$ cat config.mk
export PLATFORM = sky130hd
export DESIGN_NAME = ram_dma
export DESIGN_NICKNAME = d
export VERILOG_FILES = /design/src/rtl/ram_dma_pkg.sv /design/src/rtl/ram_dma_fifo.sv /design/src/rtl/ram_dma.sv
export SDC_FILE = /design/constraint.sdc
export NUM_CORES = 1
export LEC_CHECK = 0
export CAP_MARGIN = 30
export CORE_MARGIN = 4
export CORE_UTILIZATION = 59
export CTS_BUF_LIST = sky130_fd_sc_hd__clkbuf_8
export DETAILED_ROUTE_END_ITERATION = 7
export PLACE_DENSITY = 0.88
export RECOVER_POWER = 25
export SLEW_MARGIN = 20
export SYNTH_ARGS = -nofsm -noshare
export SYNTH_HDL_FRONTEND = slang
export SYNTH_SLANG_ARGS = --single-unit
$ cat constraint.sdc
create_clock -name clk -period 7.08 [get_ports clk]
set_clock_uncertainty 0.1 [all_clocks]
set_input_delay 1.416 -clock clk [delete_from_list [all_inputs] [get_ports clk]]
set_output_delay 1.416 -clock clk [all_outputs]
set_load 0.005 [all_outputs]
$ cat src/rtl/ram_dma_pkg.sv
// ram_dma_pkg
//   Shared constants for the RAM DMA initiator: FSM state encoding,
//   command direction values and the read-ahead FIFO depth.
package ram_dma_pkg;

    // FSM state encoding
    localparam logic [1:0] ST_IDLE = 2'd0;
    localparam logic [1:0] ST_RD   = 2'd1;
    localparam logic [1:0] ST_WR   = 2'd2;

    // cmd_dir values
    localparam logic DIR_READ  = 1'b0;  // RAM -> out stream
    localparam logic DIR_WRITE = 1'b1;  // in stream -> RAM

    // Read-ahead FIFO depth; also the credit limit for outstanding reads.
    // Must be a power of two (FIFO pointers wrap naturally).
    localparam int RD_FIFO_DEPTH = 4;

endpackage

$ cat src/rtl/ram_dma_fifo.sv
// ram_dma_fifo
//   Small synchronous FIFO holding read words (data + last flag) between
//   the RAM read pipeline and the out stream. Show-ahead: the head entry is
//   visible on head_data/head_last without a pop.
// Ports
//   clk, rst_n            clock, asynchronous active-low reset
//   push, push_data,
//   push_last             write one entry (caller guarantees not full)
//   pop                   drop the head entry (caller guarantees not empty)
//   head_data, head_last  current head entry
//   count                 number of entries held, 0..DEPTH
module ram_dma_fifo
    import ram_dma_pkg::*;
#(
    parameter int DATA_W = 32,
    parameter int DEPTH  = RD_FIFO_DEPTH,
    parameter int CNT_W  = $clog2(DEPTH + 1)
) (
    input  logic              clk,
    input  logic              rst_n,
    input  logic              push,
    input  logic [DATA_W-1:0] push_data,
    input  logic              push_last,
    input  logic              pop,
    output logic [DATA_W-1:0] head_data,
    output logic              head_last,
    output logic [CNT_W-1:0]  count
);

    localparam int PTR_W = $clog2(DEPTH);

    logic [DATA_W-1:0] mem_data [DEPTH];
    logic [DEPTH-1:0]  mem_last;
    logic [PTR_W-1:0]  wr_ptr;
    logic [PTR_W-1:0]  rd_ptr;

    // NOTE: sequential state uses non-blocking assignments only, so every
    // register samples pre-edge values regardless of statement order.
    always_ff @(posedge clk or negedge rst_n) begin
        if (!rst_n) begin
            // NOTE: the storage is reset as well, because the head entry
            // drives out_data directly and must read as zero after reset.
            for (int i = 0; i < DEPTH; i++) begin
                mem_data[i] <= '0;
            end
            mem_last <= '0;
            wr_ptr   <= '0;
            rd_ptr   <= '0;
            count    <= '0;
        end else begin
            if (push) begin
                mem_data[wr_ptr] <= push_data;
                mem_last[wr_ptr] <= push_last;
                wr_ptr           <= wr_ptr + PTR_W'(1);
            end
            if (pop) begin
                rd_ptr <= rd_ptr + PTR_W'(1);
            end
            count <= count + CNT_W'(push) - CNT_W'(pop);
        end
    end

    assign head_data = mem_data[rd_ptr];
    assign head_last = mem_last[rd_ptr];

endmodule

$ cat src/rtl/ram_dma.sv
// ram_dma
//   Command-driven DMA initiator on a single-port RAM with 1-cycle read
//   latency. A read command streams len words from RAM onto out_*; a write
//   command stores len words taken from in_*. Addresses wrap mod 2^ADDR_W.
// Ports
//   clk, rst_n                      clock, asynchronous active-low reset
//   cmd_valid/cmd_ready             command handshake (ready only in IDLE)
//   cmd_dir, cmd_base, cmd_len      direction (0 read, 1 write), first
//                                   index, word count 0..2^ADDR_W
//   ram_addr, ram_wr_data, ram_we   registered RAM request
//   ram_rd_data                     RAM data, one cycle after ram_addr
//   out_valid/out_ready, out_data,
//   out_last                        read stream
//   in_valid/in_ready, in_data      write stream
//   busy                            command in progress
//   done                            one-cycle completion pulse
module ram_dma
    import ram_dma_pkg::*;
#(
    parameter int ADDR_W = 10,
    parameter int DATA_W = 32
) (
    input  logic              clk,
    input  logic              rst_n,
    input  logic              cmd_valid,
    output logic              cmd_ready,
    input  logic              cmd_dir,
    input  logic [ADDR_W-1:0] cmd_base,
    input  logic [ADDR_W:0]   cmd_len,
    output logic [31:0]       ram_addr,
    output logic [DATA_W-1:0] ram_wr_data,
    output logic              ram_we,
    input  logic [DATA_W-1:0] ram_rd_data,
    output logic              out_valid,
    input  logic              out_ready,
    output logic [DATA_W-1:0] out_data,
    output logic              out_last,
    input  logic              in_valid,
    output logic              in_ready,
    input  logic [DATA_W-1:0] in_data,
    output logic              busy,
    output logic              done
);

    localparam int              CNT_W    = $clog2(RD_FIFO_DEPTH + 1);
    localparam logic [CNT_W-1:0] FIFO_CAP = CNT_W'(RD_FIFO_DEPTH);
    localparam logic [ADDR_W:0]  LEN_ONE  = (ADDR_W + 1)'(1);

    logic [1:0]        state;
    logic [ADDR_W-1:0] base_q;
    logic [ADDR_W:0]   len_q;
    // Words issued (RD) or accepted (WR) so far in the current command.
    logic [ADDR_W:0]   cnt_q;
    logic [ADDR_W-1:0] addr_q;

    // Read pipeline: stage 1 = address on ram_addr this cycle,
    // stage 2 = ram_rd_data valid this cycle. *_last marks word len-1.
    logic iss1, last1;
    logic iss2, last2;

    // Final write accepted; done follows the last ram_we cycle.
    logic wr_fin;

    logic [CNT_W-1:0]  fifo_count;
    logic [CNT_W-1:0]  occupancy;
    logic              fifo_head_last;
    logic              can_issue;
    logic              pop;
    logic              rd_done;
    logic              in_hs;
    logic              is_final;
    logic [ADDR_W-1:0] next_addr;

    assign cmd_ready = (state == ST_IDLE);
    assign busy      = (state != ST_IDLE);
    assign ram_addr  = {{(32 - ADDR_W){1'b0}}, addr_q};

    // Credit check: buffered words plus reads still in the RAM pipeline
    // must leave a free FIFO slot, so a returned word always has room.
    assign occupancy = fifo_count + CNT_W'(iss1) + CNT_W'(iss2);
    assign can_issue = (state == ST_RD) && (occupancy < FIFO_CAP) && (cnt_q < len_q);

    assign next_addr = base_q + cnt_q[ADDR_W-1:0];
    assign is_final  = (cnt_q == len_q - LEN_ONE);

    assign out_valid = (fifo_count != '0);
    assign out_last  = out_valid && fifo_head_last;
    assign pop       = out_valid && out_ready;
    assign rd_done   = (state == ST_RD) && pop && fifo_head_last;

    assign in_ready  = (state == ST_WR) && (cnt_q < len_q);
    assign in_hs     = in_valid && in_ready;

    ram_dma_fifo #(
        .DATA_W (DATA_W),
        .DEPTH  (RD_FIFO_DEPTH),
        .CNT_W  (CNT_W)
    ) u_fifo (
        .clk       (clk),
        .rst_n     (rst_n),
        .push      (iss2),
        .push_data (ram_rd_data),
        .push_last (last2),
        .pop       (pop),
        .head_data (out_data),
        .head_last (fifo_head_last),
        .count     (fifo_count)
    );

    always_ff @(posedge clk or negedge rst_n) begin
        if (!rst_n) begin
            state       <= ST_IDLE;
            base_q      <= '0;
            len_q       <= '0;
            cnt_q       <= '0;
            addr_q      <= '0;
            ram_wr_data <= '0;
            ram_we      <= 1'b0;
            iss1        <= 1'b0;
            last1       <= 1'b0;
            iss2        <= 1'b0;
            last2       <= 1'b0;
            wr_fin      <= 1'b0;
            done        <= 1'b0;
        end else begin
            // Single-cycle pulses and pipeline advance by default.
            ram_we <= 1'b0;
            wr_fin <= 1'b0;
            done   <= wr_fin;
            iss1   <= 1'b0;
            last1  <= 1'b0;
            iss2   <= iss1;
            last2  <= last1;

            case (state)
                ST_IDLE: begin
                    if (cmd_valid) begin
                        base_q <= cmd_base;
                        len_q  <= cmd_len;
                        if (cmd_len == '0) begin
                            done <= 1'b1;
                        end else begin
                            case (cmd_dir)
                                DIR_READ: begin
                                    // First read issues on the handshake edge.
                                    state  <= ST_RD;
                                    addr_q <= cmd_base;
                                    iss1   <= 1'b1;
                                    last1  <= (cmd_len == LEN_ONE);
                                    cnt_q  <= LEN_ONE;
                                end
                                DIR_WRITE: begin
                                    state <= ST_WR;
                                    cnt_q <= '0;
                                end
                                default: ;
                            endcase
                        end
                    end
                end

                ST_RD: begin
                    if (can_issue) begin
                        addr_q <= next_addr;
                        iss1   <= 1'b1;
                        last1  <= is_final;
                        cnt_q  <= cnt_q + LEN_ONE;
                    end
                    if (rd_done) begin
                        state <= ST_IDLE;
                        done  <= 1'b1;
                    end
                end

                ST_WR: begin
                    if (in_hs) begin
                        ram_we      <= 1'b1;
                        addr_q      <= next_addr;
                        ram_wr_data <= in_data;
                        cnt_q       <= cnt_q + LEN_ONE;
                        if (is_final) begin
                            state  <= ST_IDLE;
                            wr_fin <= 1'b1;
                        end
                    end
                end

                default: state <= ST_IDLE;
            endcase
        end
    end

endmodule

==> impl_metrics.toml <==
[outcome]
status = "finished, violations left"
failed_checks = "max-capacitance violations, max-slew violations"

[clock_tree]
htree_levels = 2
cts_setup_buffers = 0
cts_resized = 0
cts_tree = "built"
holdBufCountCts = 0
cts_buffer_depth = 3
clockRootBuffer = "clkbuf_8"
cts_num_sinks = 222
numCtsBuffers = 38
clk_pin_slew_worst_paths_ns = 0.06
clk-insertion-delay-late_ns = 0.53

[yosys]
synth_seq_cells = 222
synth_area_um2 = 10700
synth.area.top_cells = "dfrtp_1 52%, mux2_2 20%, mux4_2 6.9%"
synth_top_area_share_pct = 51.8
yosysSeqAreaShare_pct = 51.8
yosysWarnings = 0
synth_cell_types = 56
avgSynthCellArea_um2 = 13.7
synth_edf_count = 0
yosys.area.top_type = "dfrtp_1"
async_reset_ff_share_pct = 100
netlist_instances = 784
synth_flop_cell = "dfrtp_1"

[grt]
antenna_found_initial = 0
grt_max_degree = 109
overflow = 0
grt_use_total_pct = 22.0
grt_pass1_vias = 7373
grt_pass1_wl_mm = 36.5

[layout]
antenna_cells = 0
final_nets = 1093
syn_to_final_growth_pct = 24.1
final_layout_size_suffix_gt1_share_pct = 30.0
final_core_util_pct = 74.4

[sta]
fin_crit_sh_pct = 62.1
slew_viol_final = 34
setup_violations = 0
worst_pin_slew_ns = 1.63
setup_tns_ns = 0
hold_viol = 0
fmax_mhz = 227
rsz0062_at_grt = "no"
max_slew_margin_pct = -8.67
period_needed_ns = 4.40

[detailed_routing]
drc_errors = 0
detailroute.via_count = 6863
wl_met2_mm = 11.4
met3RoutedLength_mm = 1.35
m1WireLength_mm = 8.97
top_layer = "met4"
drt_pass1_iterations = 5
vias_per_cell = 5.63
wl_per_cell_um = 18.3
routed_wl_mm = 22.2
initialDrtViolationCount = 314
ant_nets = 0

[power_and_ir_drop]
leakage_nw = 5.73
p_per_area_nw_per_um2 = 472
vdd_drop_max_uv = 278

[floorplanning]
start_util_pct = 59.9
die_h_um = 143
rows = 49
io_pins = 194
dieArea_um2 = 20400
die_width_um = 143
core_um2 = 17900

[critical_path]
cp-start-kind = "flip-flop"
cp_data_arrival_time_ns = 2.88
required_ns = 5.56
crit_slowest_cell = "clkdlybuf4s50_1"
critPathCaptureType = "primary output"
cpMostUsedCell = "a21oi_1"
critPathMaxStageDelay_ns = 0.51
path_cells = "inv_1, ha_1, a21oi_1, a21oi_1, o31ai_1, and3_1, clkdlybuf4s50_1"
cp_max_fo = 7
path_class = "flip-flop to primary output"

[run]
max-cap-violations = 1

[hold_path]
hold_class = "flip-flop to flip-flop"

[placed_design]
hpwl_mm = 15.0
io_buffer_count = 171
routabilityCongestion = 0.819
## kinds of logic after synthesis
logic type | Yosys count | synth area share, %
AOI/OAI and AO/OA | 52 | 3.38
buffers and inverters | 87 | 3.90
DFF | 222 | 51.8
muxes | 237 | 28.3
other | 1 | 0.0350
adders and majority gates | 35 | 4.22
xor gates and xnor gates | 25 | 2.04
and+or+nand+nor | 125 | 6.29
## layer usage
layer  global-route usage [%]  up-vias
met5                        0        -
met4                     6.90        0
met3                     4.99       49
met2                     38.1      183
met1                     27.7     3476
li1                         -     3155
## cell usage in the layout, fill, tap and decap left out, types with 3 or more instances in the layout
master           Yosys  layout
nor3_1               5       5
buf_4               22       6
mux2_2             192     192
nor4_1               4       4
nand2_1             45      42
conb_1               1      22
o21ai_0              8       8
xnor2_1             18      18
a21oi_1             12      12
nand2_2              1       4
nand4_1              5       5
o221ai_1             9       9
mux2_1               9       9
nand3b_1            10      10
xor2_1               7       7
clkdlybuf4s50_1      0     169
dfrtp_1            222     221
clkbuf_8             0      45
nor2_1              15      15
nor3b_1              3       3
and3_1               8       8
ha_1                33      33
mux4_2              33      33
mux2i_1              3       3
nand3_1             12      12
inv_1               30      43
## final cells by class
class	count	area, µm²
Clock buffer	45	619
Tap cell	229	287
Fill cell	1171	4590
Clock inverter	17	96.3
Multi-Input combinational cell	496	4840
Sequential cell	222	5560
Timing Repair Buffer	179	1800
Inverter	30	113
## through the flow
| step | cell area [µm²] | hold WS (ns) | cells | worst slack [ns] | power, mW |
|---|---|---|---|---|---|
| after floorplan | 10800 | 0.231 | 805 | 3.82 | 4.05 |
| after CTS | 13300 | 0.267 | 1217 | 2.68 | 6.35 |
| final | 13300 | 0.261 | 1218 | 2.68 | 6.29 |
| after global placement | 12600 | 0.235 | 1154 | 3.05 | 5.10 |
| after global routing | 13300 | 0.274 | 1218 | 2.53 | 6.72 |
| after detailed placement | 12600 | 0.252 | 1155 | 2.95 | 5.23 |
## flip-flops by register name, indices dropped and copies added (netlist names)
signal,cells
u_fifo.wr_ptr,2
iss1,1
u_fifo.rd_ptr,2
last2,1
u_fifo.mem_data,128
base_q,10
wr_fin,1
u_fifo.count,3
u_fifo.mem_last,4
last1,1
cnt_q,11
iss2,1
state,2
len_q,11
ram_we,1
addr_q,10
done,1
ram_wr_data,32
## cells in the mapped netlist (all sizes together) (12+ instances only)
library cell	count
nand2	46
nand3	12
ha	33
inv	30
nor2	17
mux2	201
xnor2	18
a21oi	12
buf	43
dfrtp	222
mux4	33
clkbuf	14
## path summary, 6_finish.rpt
kind | from | end | slack (ns) | depth (start not counted)
max | len_q[2] | in_ready | 2.68 | 7
min | last1 | last2 | 0.26 | 0
max reg2reg | len_q[2] | cnt_q[8] | 3.58 | 9
min reg2reg | last1 | last2 | 0.26 | 0
max in group asynchronous | rst_n | u_fifo.mem_data[26] | 4.85 | 3
min in group asynchronous | rst_n | u_fifo.mem_data[96] | 0.86 | 1
## worst max-delay path: cells and delay by family (launching register included)
kind,cells,cell delay (ns)
flops,1,0.49
buf+inv,2,0.62
simple gates,1,0.27
compound gates,3,0.65
fa+ha+maj,1,0.32
## report_power, final
group / total, mW / switching (mW) / leakage [nW] / internal, mW
Sequential: 2.32 / 0.423 / 2.64 / 1.90
Clock: 1.09 / 0.486 / 0.415 / 0.607
Combinational: 2.88 / 1.10 / 2.67 / 1.77
No activity file was read; power rests on OpenSTA's default activity.
